`config.mk`:
```
export PLATFORM = sky130hd
export DESIGN_NAME = bus_demux_buffer
export DESIGN_NICKNAME = d
export VERILOG_FILES = /design/src/rtl/bus_demux_pkg.sv /design/src/rtl/demux_slot.sv /design/src/rtl/bus_demux_buffer.sv
export SDC_FILE = /design/constraint.sdc
export NUM_CORES = 1
export LEC_CHECK = 0
export CORE_MARGIN = 3
export CORE_UTILIZATION = 48
export CTS_CLUSTER_DIAMETER = 80
export DETAILED_ROUTE_END_ITERATION = 7
export GPL_TIMING_DRIVEN = 0
export HOLD_SLACK_MARGIN = 0.03
export PLACE_DENSITY = 0.87
export SKIP_CTS_REPAIR_TIMING = 1
export SYNTH_ARGS = -nofsm -noshare
export SYNTH_HDL_FRONTEND = slang
export SYNTH_SLANG_ARGS = --single-unit
```
`constraint.sdc`:
```
create_clock -name clk -period 2.1 [get_ports clk]
set_input_delay 0.42 -clock clk [delete_from_list [all_inputs] [get_ports clk]]
set_output_delay 0.42 -clock clk [all_outputs]
set_load 0.03 [all_outputs]
```
`src/rtl/bus_demux_pkg.sv`:
```
// Shared types and constants for the bus demux buffer.
// Slot state and channel select encodings.
package bus_demux_pkg;

    typedef enum logic {
        SLOT_EMPTY = 1'b0,
        SLOT_FULL  = 1'b1
    } slot_state_t;

    localparam logic CH0 = 1'b0;
    localparam logic CH1 = 1'b1;

endpackage

```
`src/rtl/demux_slot.sv`:
```
// One-entry output buffer with valid/ack handshake.
// Also counts words accepted into this slot (wrapping).
module demux_slot
    import bus_demux_pkg::*;
#(
    parameter int WIDTH     = 4,
    parameter int CNT_WIDTH = 8
) (
    input  logic                 clk,
    input  logic                 reset,
    input  logic                 load_i,
    input  logic                 ack_i,
    input  logic [WIDTH-1:0]     din_i,
    output logic [WIDTH-1:0]     data_o,
    output logic                 valid_o,
    output logic                 avail_o,
    output logic [CNT_WIDTH-1:0] count_o
);

    slot_state_t          state_q, state_d;
    logic [WIDTH-1:0]     data_q, data_d;
    logic [CNT_WIDTH-1:0] count_q, count_d;

    // An ack this cycle frees the slot, enabling back-to-back transfers.
    assign avail_o = (state_q == SLOT_EMPTY) || ack_i;
    assign valid_o = (state_q == SLOT_FULL);
    assign data_o  = data_q;
    assign count_o = count_q;

    always_comb begin
        state_d = state_q;
        data_d  = data_q;
        count_d = count_q;
        if (load_i) begin
            state_d = SLOT_FULL;
            data_d  = din_i;
            count_d = count_q + 1'b1;
        end else if (ack_i && state_q == SLOT_FULL) begin
            state_d = SLOT_EMPTY;
        end
    end

    always_ff @(posedge clk or posedge reset) begin
        if (reset) begin
            state_q <= SLOT_EMPTY;
            data_q  <= '0;
            count_q <= '0;
        end else begin
            state_q <= state_d;
            data_q  <= data_d;
            count_q <= count_d;
        end
    end

endmodule

```
`src/rtl/bus_demux_buffer.sv`:
```
// Steers a shared bus into one of two buffered channels.
// Backpressure follows the selected channel's slot availability.
module bus_demux_buffer
    import bus_demux_pkg::*;
#(
    parameter int WIDTH     = 4,
    parameter int CNT_WIDTH = 8
) (
    input  logic                 clk,
    input  logic                 reset,
    input  logic                 in_valid,
    output logic                 in_ready,
    input  logic                 sel,
    input  logic [WIDTH-1:0]     din,
    output logic [WIDTH-1:0]     out0,
    output logic                 out0_valid,
    input  logic                 out0_ack,
    output logic [WIDTH-1:0]     out1,
    output logic                 out1_valid,
    input  logic                 out1_ack,
    output logic [CNT_WIDTH-1:0] count0,
    output logic [CNT_WIDTH-1:0] count1
);

    logic avail0, avail1;
    logic xfer, load0, load1;

    assign in_ready = (sel == CH1) ? avail1 : avail0;
    assign xfer     = in_valid && in_ready;
    assign load0    = xfer && (sel == CH0);
    assign load1    = xfer && (sel == CH1);

    demux_slot #(
        .WIDTH     (WIDTH),
        .CNT_WIDTH (CNT_WIDTH)
    ) u_slot0 (
        .clk     (clk),
        .reset   (reset),
        .load_i  (load0),
        .ack_i   (out0_ack),
        .din_i   (din),
        .data_o  (out0),
        .valid_o (out0_valid),
        .avail_o (avail0),
        .count_o (count0)
    );

    demux_slot #(
        .WIDTH     (WIDTH),
        .CNT_WIDTH (CNT_WIDTH)
    ) u_slot1 (
        .clk     (clk),
        .reset   (reset),
        .load_i  (load1),
        .ack_i   (out1_ack),
        .din_i   (din),
        .data_o  (out1),
        .valid_o (out1_valid),
        .avail_o (avail1),
        .count_o (count1)
    );

endmodule

```
==> qor.txt <==
Status - completed
Syn Nets - 107
Slew headroom - 35.3%
Hold/Removal Path Class - register to register
Post-Synth Simple-Gate Area - 23.0%
Clock power frac - 14.1%
Clock sinks - 26
Adder-Cell Fraction of Synth Area - 2.14%
Share of layout cells above drive strength 1 - 17.0%
CP Data Required Time - 1.68 ns
Min Tclk post-route - 1.96 ns
RSZ-0062 raised after global routing - false
Initial antenna violation count - 0
Compound-Gate Fraction of Synth Area - 0%
Leakage - 0.723 nW
DP Wirelength - 1.74 mm
Area share of the largest cell type after synthesis - 55.6%
Core area - 2250 um2
Seq/Total Area, Yosys - 55.6%
Post-synth EDFFs - 0
P&R area growth vs syn - 37.1%
Unique cell type count in the Yosys netlist - 24
Number of core rows - 17
FF-to-FF path depth - 4
Power Internal - 0.00108 W
Critical path type - input pin to primary output
Ys flop type - dfrtp_1
Largest family of logic cells by synthesized area - simple AND/OR/NAND/NOR gates
Dominant cell by count in the synthesized netlist - dfrtp_1
ANT cells - 0
RR Startpoint - u_slot1.valid_o
Wire per inst - 14.1 um
Period utilisation layout - 93.4%
Critical path cell sequence - clkdlybuf4s50_1, mux2_2, dlymetal6s2s_1
CP Data Arrival Time - 1.54 ns
GRT Residual Overflow - 0
Max stage delay cell, worst path - clkdlybuf4s50_1
Post-Synthesis Cells - 95
Flop2flop setup slack - 0.78 ns
H-Tree Depth - 1
Nets@finish - 148
Post-synthesis mux area share - 5.78%
CP max FO - 4
Worst Hold Launch - u_slot0.count_o[7]
Synth top cells by count - 26 x dfrtp_1, 21 x nand2_1, 10 x xnor2_1
Total CTS buffers - 3
Worst-margin pin slew - 0.970 ns
Max cap viols - 0
Asr flop ratio synth - 100%
CTS tree - built
Logic pwr share - 43.4%
Final Wtd Congestion - 0.774
Clock Skews - 0.00290 ns
IO Port Bufs - 36
Number of global-route vias before repair - 861
Reg2reg end - u_slot1.data_o[0]
Sequential Power Share - 42.4%
Drt via density - 5.04
Setup Total Neg Slack - 0 ns
Post-synth top area cell - dfrtp_1
Max Freq - 510 MHz
P_sw - 0.000733 W
Mean area per synthesized cell - 12.3 um2
Power Total - 0.00182 W
Worst-skew pair later-pin latency - 0.32 ns
Drt pass-1 iters - 4
Post-Synth XOR/XNOR Area - 10.5%
CP Launch Type - input pin
Via count - 821
Largest stage delay, worst path - 0.54 ns
Slew Viols, Final - 0
Iter 0 DRT Violations - 3
Final Hold Viols - 0
Number of synthesized register bits - 26
Hold path cells - 1
Synth warnings - 0
Starting density of the core - 51.9%
PD cells - 1130 nW/um2
Pin count of the biggest net entering global routing - 27
Clk buf depth - 2
Post-route ant nets - 0
First-pass GRT wire length - 4.00 mm
Worst Hold End - u_slot0.count_o[7]
Total Wirelength - 2.30 mm
Max VDD drop - 0.835 mV
Die Y - 55.4 um
Netlist Area Pre-Place - 1170 um2
Die Width - 55.4 um
Top cells by area, synth - dfrtp_1 56%, xnor2_1 7.5%, nand2_1 6.7%
Clock root buffer master - clkbuf_4
Total die area - 3070 um2
CTS clk-pin slew, worst paths - 0.14 ns
Final Setup Violations - 0
# IOs - 37
Crit. End Element - primary output
Sw Share - 40.4%
DR DRC count - 0
Gr usage total - 16.1%
==> per-stage QoR <==
step                instances  hold slack, ns  util, %  setup slack (ns)  cell area, um2
floorplan                  95           0.460        -             0.701            1170
global placement          159           0.456     69.4            -0.213            1570
detailed placement        159           0.460     69.4            -0.222            1570
CTS                       163           0.484     71.0            -0.225            1600
global route              163           0.508     71.1             0.105            1600
finish                    163           0.481     71.1             0.138            1600
==> metal layers <==
| metal | track usage, % | part of all wire, % | vias to the layer above |
|---|---|---|---|
| met5 | 0 | 0 | - |
| met4 | 6.25 | 0.74 | 0 |
| met3 | 2.80 | 4.3 | 2 |
| met2 | 28.2 | 52 | 19 |
| met1 | 19.5 | 43 | 409 |
| li1 | - | - | 391 |
==> registers in the layout, indices dropped and copies added, names as in the netlist <==
signal,cells
u_slot0.count_o,8
u_slot0.data_o,4
u_slot0.valid_o,1
u_slot1.count_o,8
u_slot1.data_o,4
u_slot1.valid_o,1
==> worst max path at each step <==
| stage | from | endpoint | slack [ns] | cells past startpoint |
|---|---|---|---|---|
| 2_1_floorplan | u_slot0.valid_o | in_ready | 0.70 | 2 |
| 3_3_place_gp | sel | in_ready | -0.21 | 3 |
| 3_5_place_dp | sel | in_ready | -0.22 | 3 |
| 4_1_cts | sel | in_ready | -0.22 | 3 |
| 5_1_grt | u_slot0.count_o[2] | count0[2] | 0.10 | 1 |
| 6_report | sel | in_ready | 0.14 | 3 |
==> power by group through the flow <==
| stage | combinational (W) | clock [W] | sequential (W) |
|---|---|---|---|
| floorplan | 0.000216 | 0 | 0.00101 |
| finish | 0.000789 | 0.000256 | 0.000771 |
| global route | 0.000842 | 0.000279 | 0.000795 |
| CTS | 0.000797 | 0.000262 | 0.000769 |
| detailed placement | 0.000793 | 0 | 0.000779 |
| global placement | 0.000780 | 0 | 0.000774 |
==> area by class of cell <==
class                   count  area, um2
clock buffers               4       36.3
well taps                  28       35.0
fillers                   172        651
inverters                   2       7.51
flip-flops and latches     26        651
plain buffers               3       27.5
repair buffers             36        363
multi-input cells          64        484
==> cell families after synthesis <==
kind of cell / count (synthesis)
xor+xnor: 14
fa+ha+maj: 2
buf+inv: 5
flops: 26
mux: 6
simple gates: 42
==> cells in the final DEF, fill, tap and decap left out, types with 2 or more instances in the layout <==
cell	Yosys	layout
nor3_2	2	2
clkdlybuf4s50_1	0	35
and2_1	2	2
mux2_2	6	6
dfrtp_1	26	26
ha_1	2	2
xnor2_1	10	10
nand2_1	21	21
buf_6	2	2
clkbuf_4	0	3
xor2_1	4	4
inv_1	2	2
nand3_1	5	5
==> critical path: cells and delay by family <==
kind	cells	cell delay [ns]
buf+inv	2	0.78
mux	1	0.34
Power figures use the tool's default switching activity.
